[src/rtl/fpcsr_unit.sv]
// fpcsr_unit: user floating-point CSRs (fflags/frm/fcsr) with long-op flag scoreboard
// Ports: clk/reset_n (sync, active-low); CSRU* M-stage CSR access, read data, stall, illegal;
// SetFflags* per-lane M-stage flags; LongOp* long-latency issue/complete/flags and ready;
// FRM_REGW/IllegalRMM rounding mode out and reserved-DYN check; SetFSDirtyM/WriteFRMM status hooks.
module fpcsr_unit #(
  parameter int XLEN = 64,
  parameter int NSRC = 2,
  parameter int PENDDEPTH = 4
) (
  input  logic              clk,
  input  logic              reset_n,
  input  logic              InstrValidNotFlushedM,
  input  logic              CSRUReadM,
  input  logic              CSRUWriteM,
  input  logic [11:0]       CSRAdrM,
  input  logic [XLEN-1:0]   CSRWriteValM,
  input  logic [1:0]        STATUS_FS,
  input  logic [5*NSRC-1:0] SetFflagsM,
  input  logic [NSRC-1:0]   SetFflagsValidM,
  input  logic              LongOpIssueM,
  input  logic              LongOpDoneW,
  input  logic [4:0]        LongOpFlagsW,
  input  logic              InstrDynRMM,
  output logic              LongOpReadyM,
  output logic              CSRUStallM,
  output logic [XLEN-1:0]   CSRUReadValM,
  output logic [2:0]        FRM_REGW,
  output logic              IllegalRMM,
  output logic              IllegalCSRUAccessM,
  output logic              SetFSDirtyM,
  output logic              WriteFRMM
);
  localparam int CW = $clog2(PENDDEPTH + 1);
  logic [CW-1:0] count;
  logic [2:0] frm;
  logic [4:0] fflags, set_lanes, set_m, set_w;
  logic fp_en, adr_ff, adr_frm, adr_fcsr, access, pending, issue, done, acc, write_ff;
  logic unused;
  assign unused = ^CSRWriteValM[XLEN-1:8];
  assign fp_en = |STATUS_FS;
  assign adr_ff = CSRAdrM == 12'h001;
  assign adr_frm = CSRAdrM == 12'h002;
  assign adr_fcsr = CSRAdrM == 12'h003;
  assign access = CSRUReadM | CSRUWriteM;
  assign pending = count != '0;
  assign LongOpReadyM = count != CW'(PENDDEPTH);
  assign issue = LongOpIssueM & InstrValidNotFlushedM & LongOpReadyM;
  // a completion with nothing outstanding is spurious and must not underflow or set flags
  assign done = LongOpDoneW & pending;
  // fflags are not final until every long op has reported its flags
  assign CSRUStallM = access & fp_en & (adr_ff | adr_fcsr) & pending;
  assign acc = InstrValidNotFlushedM & ~CSRUStallM;
  assign WriteFRMM = CSRUWriteM & acc & fp_en & (adr_frm | adr_fcsr);
  assign write_ff = CSRUWriteM & acc & fp_en & (adr_ff | adr_fcsr);
  always_comb begin
    set_lanes = '0;
    for (int i = 0; i < NSRC; i++)
      set_lanes = set_lanes | (SetFflagsM[5*i +: 5] & {5{SetFflagsValidM[i]}});
  end
  assign set_m = (InstrValidNotFlushedM & fp_en) ? set_lanes : '0;
  assign set_w = done ? LongOpFlagsW : '0;
  assign SetFSDirtyM = fp_en & (WriteFRMM | write_ff | |set_m | |set_w);
  assign IllegalCSRUAccessM = access & (~fp_en | ~(adr_ff | adr_frm | adr_fcsr));
  assign CSRUReadValM = IllegalCSRUAccessM ? '0 :
                        adr_ff   ? XLEN'(fflags) :
                        adr_frm  ? XLEN'(frm) :
                        adr_fcsr ? XLEN'({frm, fflags}) : '0;
  assign FRM_REGW = frm;
  assign IllegalRMM = InstrDynRMM & (frm >= 3'd5);
  always_ff @(posedge clk) begin
    if (!reset_n) begin
      count <= '0;
      frm <= '0;
      fflags <= '0;
    end else begin
      count <= (issue & ~done) ? count + CW'(1) : (done & ~issue) ? count - CW'(1) : count;
      if (WriteFRMM) frm <= adr_fcsr ? CSRWriteValM[7:5] : CSRWriteValM[2:0];
      fflags <= write_ff ? CSRWriteValM[4:0] : (fflags | set_m | set_w);
    end
  end
endmodule

[config.mk]
export PLATFORM = sky130hd
export DESIGN_NAME = fpcsr_unit
export DESIGN_NICKNAME = d
export VERILOG_FILES = /design/src/rtl/fpcsr_unit.sv
export SDC_FILE = /design/constraint.sdc
export NUM_CORES = 1
export LEC_CHECK = 0
export BUFFER_PORTS_ARGS = -buffer_cell sky130_fd_sc_hd__buf_2
export CORE_MARGIN = 2
export CORE_UTILIZATION = 29
export CTS_CLUSTER_DIAMETER = 150
export DETAILED_ROUTE_END_ITERATION = 8
export HOLD_SLACK_MARGIN = 0.05
export PLACE_DENSITY = 0.85
export SLEW_MARGIN = 20
export SYNTH_ARGS = -nofsm -noshare
export SYNTH_HDL_FRONTEND = slang
export SYNTH_SLANG_ARGS = --single-unit
[constraint.sdc]
create_clock -name clk -period 2.1 [get_ports clk]
set_input_delay 0.315 -clock clk [delete_from_list [all_inputs] [get_ports clk]]
set_output_delay 0.315 -clock clk [all_outputs]
set_load 0.02 [all_outputs]
Word level (Yosys, flattened, before mapping):

Cells that the tools add are included.

* div/mod/pow operators: 0
* muxes and demuxes: 10
* magnitude comparators: 1
* multipliers: 0
* reductions and logical operators: 5
* shift-type cells: 0
* add/subtract/negate cells: 2
* equality and inequality tests: 4
* bitwise operators: 36

Operator list (number)
* 8-bit 2-to-1 mux: 4
* 12-bit by 2-bit == test with 1-bit output, second input constant: 2
* 1-bit bitwise AND: 17
* 5-bit 2-to-1 mux: 3
* 5-bit OR: 3
* 12-bit by 1-bit == test with 1-bit output, second input constant: 1
* 5-bit bitwise AND: 2
* 5-bit OR reduction: 2
* 3-bit 2-to-1 mux: 3
* 1-bit OR: 9
* 1-bit inverter: 5
* 3-bit by 1-bit adder with 3-bit output, second input constant: 1
* 3-bit greater-or-equal comparator, second input constant: 1
* 3-bit != test, second input constant: 1
* 3-bit nonzero test: 1
* 3-bit by 1-bit subtractor with 3-bit output, second input constant: 1
* 2-bit nonzero test: 1
* 2-bit OR reduction: 1

* latch bits: 0
* memories kept: 0
* RAM bits: 0
* logic and storage cells: 61
* output and inout bits: 73
* bits in read-only memories: 0
* register bits after elaboration: 11
* bits of input ports: 103

Logic depth before layout (Yosys ltp):

* depth after elaboration: 13
* gate-level depth with buffers: 9
* depth with buffers taken out: 9

Worst setup path after synthesis:

OpenSTA, ideal clock, no wires.

* path kind: reg-to-reg
* start: register count[0]
* end: register count[2]
* path buffers: 0
* required time: 2.024 ns
* stages on the path, launching flop included: 10
* data arrival time: 2.003 ns
* library setup time: 0.076 ns
* period minus slack after synthesis: 2.079 ns
* slack: 0.021 ns
* cell sequence: dfxtp_1 -> nor2_1 -> nand2_1 -> and3_1 -> ha_1 -> inv_1 -> fa_1 -> xor2_1 -> or3_1 -> a21boi_0

* longest elaborated chain between the ends: 5
* elaborated cells on any way between the ends: 13
* classes of those cells: add/sub (2); eq/ne (1); mux (2); bitwise (6); reduce/logical (2)

RTL lines
* from (decl): RTL line 34 `logic [CW-1:0] count;`
* from (signal assigned): RTL line 76 `count <= (issue & ~done) ? count + CW'(1) : (done & ~issue) ? count - CW'(1) : count;`
* 3-bit != test (*): RTL line 46 `assign LongOpReadyM = count != CW'(PENDDEPTH);`
* named net LongOpReadyM: RTL line 24 `output logic LongOpReadyM,`
* 1-bit bitwise AND (*): RTL line 47 `assign issue = LongOpIssueM & InstrValidNotFlushedM & LongOpReadyM;`
* 1-bit inverter: RTL line 76
* 1-bit bitwise AND: RTL line 76
* 2-bit nonzero test (no line)

The timed path passes the listed nets; every way through them passes the cells marked *. The select of a mux whose other input is x is not followed.
A chain may end at the register's enable or synchronous reset.

Worst setup path after layout:

* start: register count[2]
* end: register count[2]

* longest elaborated chain between the ends: 5
* elaborated cells on any way between the ends: 13
* classes of those cells: add/sub (2); eq/ne (1); mux (2); bitwise (6); reduce/logical (2)

RTL lines
* branches (longest 5 deep; another with 3-bit by 1-bit subtractor with 3-bit output)

Parallel ways; which one is timed is not known. The select of a mux whose other input is x is not followed.

==> impl_metrics.env <==
export IMPL_status="complete, no violations"
export IMPL_cts_buffers=3
export IMPL_clock_path_buffers=2
export IMPL_postSynthCellCount=167
export IMPL_first_global_vias=1099
export IMPL_core_mm2=0.00441
export IMPL_timing_final_max_slew_violations=0
export IMPL_cp_start_kind="flip-flop"
export IMPL_max_stage_delay_ps=370
export IMPL_dieArea_mm2=0.00522
export IMPL_ioPinCount=176
export IMPL_fmax_mhz=507
export IMPL_drv_cap=0
export IMPL_grt_pass1_wl_um=5180
export IMPL_area_growth_pct=17.1
export IMPL_io_buffers=63
export IMPL_cp_end_kind="flip-flop"
export IMPL_drt_wl_total_um=3690
export IMPL_initial_core_util=0.306
export IMPL_seq_area_um2=221
export IMPL_cp_data_required_time_ps=2270
export IMPL_ys_warn_count=0
export IMPL_setup_viol=0
export IMPL_grt_use_total=0.129
export IMPL_timing_final_crit_share=0.939
export IMPL_multiInputGateArea_um2=893
export IMPL_synth_area_top_cells="buf_4 31%, dfxtp_1 16%, o311a_1 4.4%, o21ai_0 3.3%, nor2_1 3.3%"
export IMPL_clk_latency_ps=240
export IMPL_postCtsHoldBufs=0
export IMPL_cts_tree="built"
export IMPL_root_buffer="clkbuf_8"
export IMPL_globalplace_congestion=0.779
export IMPL_syn_area_mm2=0.00135
export IMPL_synth_top_area_share=0.311
export IMPL_ys_seq_area_frac=0.163
export IMPL_power_density_mw_per_mm2=693
export IMPL_crit_family="adder cells"
export IMPL_power_leakage_uw=0.000841
export IMPL_place_ws_ps=84.1
export IMPL_cp_arrival_ps=2140
export IMPL_vdd_ir_drop_worst_mv=0.276
export IMPL_fp_dieW_um=72.2
export IMPL_drive_above_1_share=0.339
export IMPL_cp_buffers_inverters=2
export IMPL_gr_total_overflow=0
export IMPL_ys_ff_latch=11
export IMPL_die_h_um=72.2
export IMPL_postSynthAreaPerCell_um2=8.08
export IMPL_fill_cells=484
export IMPL_synth_cell_types=41
export IMPL_yosysTopAreaCell="buf_4"
export IMPL_path_class="reg -> reg"
export IMPL_route_detailed_drc=0
export IMPL_hpwl_um=3190
export IMPL_clk_pin_slew_worst_paths_ps=50
export IMPL_via_per_inst=4.67
export IMPL_antenna_found_initial=0
export IMPL_cp_max_fo=6
export IMPL_drt_iter0_markers=43
export IMPL_ant_nets=0
export IMPL_grt_max_degree=14
export IMPL_fin_skew_ps=2.77
export IMPL_cp_slowest_cell="fa_1"
export IMPL_num_rows=24
export IMPL_antenna_cells=0
export IMPL_cts_max_level=1
export IMPL_firstDrtPassIters=4
export IMPL_clock_sinks=11
export IMPL_setup_ws_ps=128
export IMPL_crit_top_cell="inv_1"
export IMPL_finalWorstPathRequiredPeriod_ps=1970
export IMPL_fin_nets=339
export IMPL_routedWlPerCell_um=13.0
export IMPL_path_cells="o31a_1 -> inv_1 -> ha_2 -> inv_1 -> fa_1 -> xor2_1 -> or3_1 -> a21boi_1"
export IMPL_hold_worst_slack_ps=338
export IMPL_num_vias=1330
export IMPL_postCtsSetupBuffers=0
export IMPL_worstHoldPathType="in -> reg"
export IMPL_hold_viol=0
[cells in the final DEF, fill, tap and decap left out, drive strengths merged]
cell,Yosys,final
nand4,2,2
nand3,1,1
o41ai,2,2
or4,1,1
nor2b,1,1
a21boi,1,1
o21ai,9,9
a22o,5,5
o31a,1,1
fa,1,1
a221oi,5,5
xnor2,1,1
a31oi,1,1
nor3,2,2
buf,59,67
conb,1,56
o22a,1,1
nand2,8,8
o311a,6,6
o211a,1,1
o21a,1,1
dfxtp,11,11
nand4b,1,1
o221a,3,3
and4,1,1
nor4,3,3
or3,1,1
inv,3,3
mux2,3,3
nor2,12,12
ha,1,1
and2,4,4
xor2,1,1
and3,5,5
a21oi,4,4
mux2i,2,2
clkbuf,1,4
o31ai,1,1
[sequential cells by signal (all words and copies together) (netlist names)]
signal    count
count         3
FRM_REGW      3
fflags        5
[path summary, 6_finish.rpt]
path                        start   endpoint  slack [ps]  depth (start not counted)
setup / recovery         count[2]   count[2]         130                          8
hold / removal    CSRWriteValM[3]  fflags[3]         340                          2
hold reg to reg          count[2]   count[2]         530                          2
setup reg to reg         count[2]   count[2]         130                          8
[metrics by stage]
| step | utilization | instance area (um^2) | setup TNS (ps) | instances | power, uW |
|---|---|---|---|---|---|
| 2_1_floorplan | - | 1560 | 0 | 222 | 770 |
| 3_3_place_gp | 0.346 | 1530 | 0 | 281 | 849 |
| 3_5_place_dp | 0.346 | 1530 | 0 | 281 | 871 |
| 4_1_cts | 0.356 | 1570 | 0 | 285 | 1090 |
| 5_1_grt | 0.358 | 1580 | -4.29 | 285 | 1190 |
| 6_report | 0.358 | 1580 | 0 | 285 | 1100 |
[layout make-up]
cell class | count | area share
inverters | 3 | 0.00712
flip-flops and latches | 11 | 0.140
clock buffers | 4 | 0.0285
repair buffers | 67 | 0.218
multi-input cells | 148 | 0.565
well taps | 52 | 0.0411
[logic make-up (layout without fill, tap and decap cells)]
| family | after synthesis | count (layout) | share of synthesized area |
|---|---|---|---|
| buf+inv | 63 | 74 | 0.334 |
| simple gates | 42 | 42 | 0.186 |
| compound gates | 41 | 41 | 0.237 |
| flops | 11 | 11 | 0.163 |
| mux | 5 | 5 | 0.0399 |
| fa+ha+maj | 2 | 2 | 0.0241 |
| xor+xnor | 2 | 2 | 0.0130 |
| other cells | 1 | 56 | 0.00278 |
[synthesized netlist by cell type]
| master | instances |
|---|---|
| buf_4 | 56 |
| nor2_1 | 12 |
| dfxtp_1 | 11 |
| o21ai_0 | 9 |
| nand2_1 | 8 |
| o311a_1 | 6 |
| a221oi_1 | 5 |
| a22o_1 | 5 |
| and3_1 | 5 |
| a21oi_1 | 4 |
| and2_1 | 4 |
| buf_2 | 3 |
| inv_1 | 3 |
| mux2_2 | 3 |
| o221a_1 | 3 |
| mux2i_1 | 2 |
| nor3_1 | 2 |
| nor4_4 | 2 |
| o41ai_1 | 2 |
| a21boi_0 | 1 |
| a31oi_1 | 1 |
| and4_1 | 1 |
| clkbuf_1 | 1 |
| conb_1 | 1 |
| fa_1 | 1 |
| ha_1 | 1 |
| nand3_1 | 1 |
| nand4_1 | 1 |
| nand4_2 | 1 |
| nand4b_1 | 1 |
| nor2b_1 | 1 |
| nor4_1 | 1 |
| o211a_1 | 1 |
| o21a_1 | 1 |
| o22a_1 | 1 |
| o31a_1 | 1 |
| o31ai_1 | 1 |
| or3_1 | 1 |
| or4_1 | 1 |
| xnor2_1 | 1 |
| xor2_1 | 1 |
[power breakdown]
group / internal [uW] / total, uW / switching, uW
clock: 133 / 213 / 79.5
combinational: 247 / 583 / 335
sequential: 259 / 301 / 41.9
[routing by layer]
layer / wire [um] / vias to the layer above / global-route usage
li1: - / 638 / -
met1: 1530 / 594 / 0.160
met2: 1760 / 91 / 0.222
met3: 327 / 7 / 0.0153
met4: 74 / 0 / 0.0587
met5: 0 / - / 0
[timing repair]
item / in CTS / in global routing
endpoints found under the setup margin: 0 / 2
endpoints found under the hold margin: 0 / 0
gates resized for setup: 0 / 4
Power figures use the tool's default switching activity.
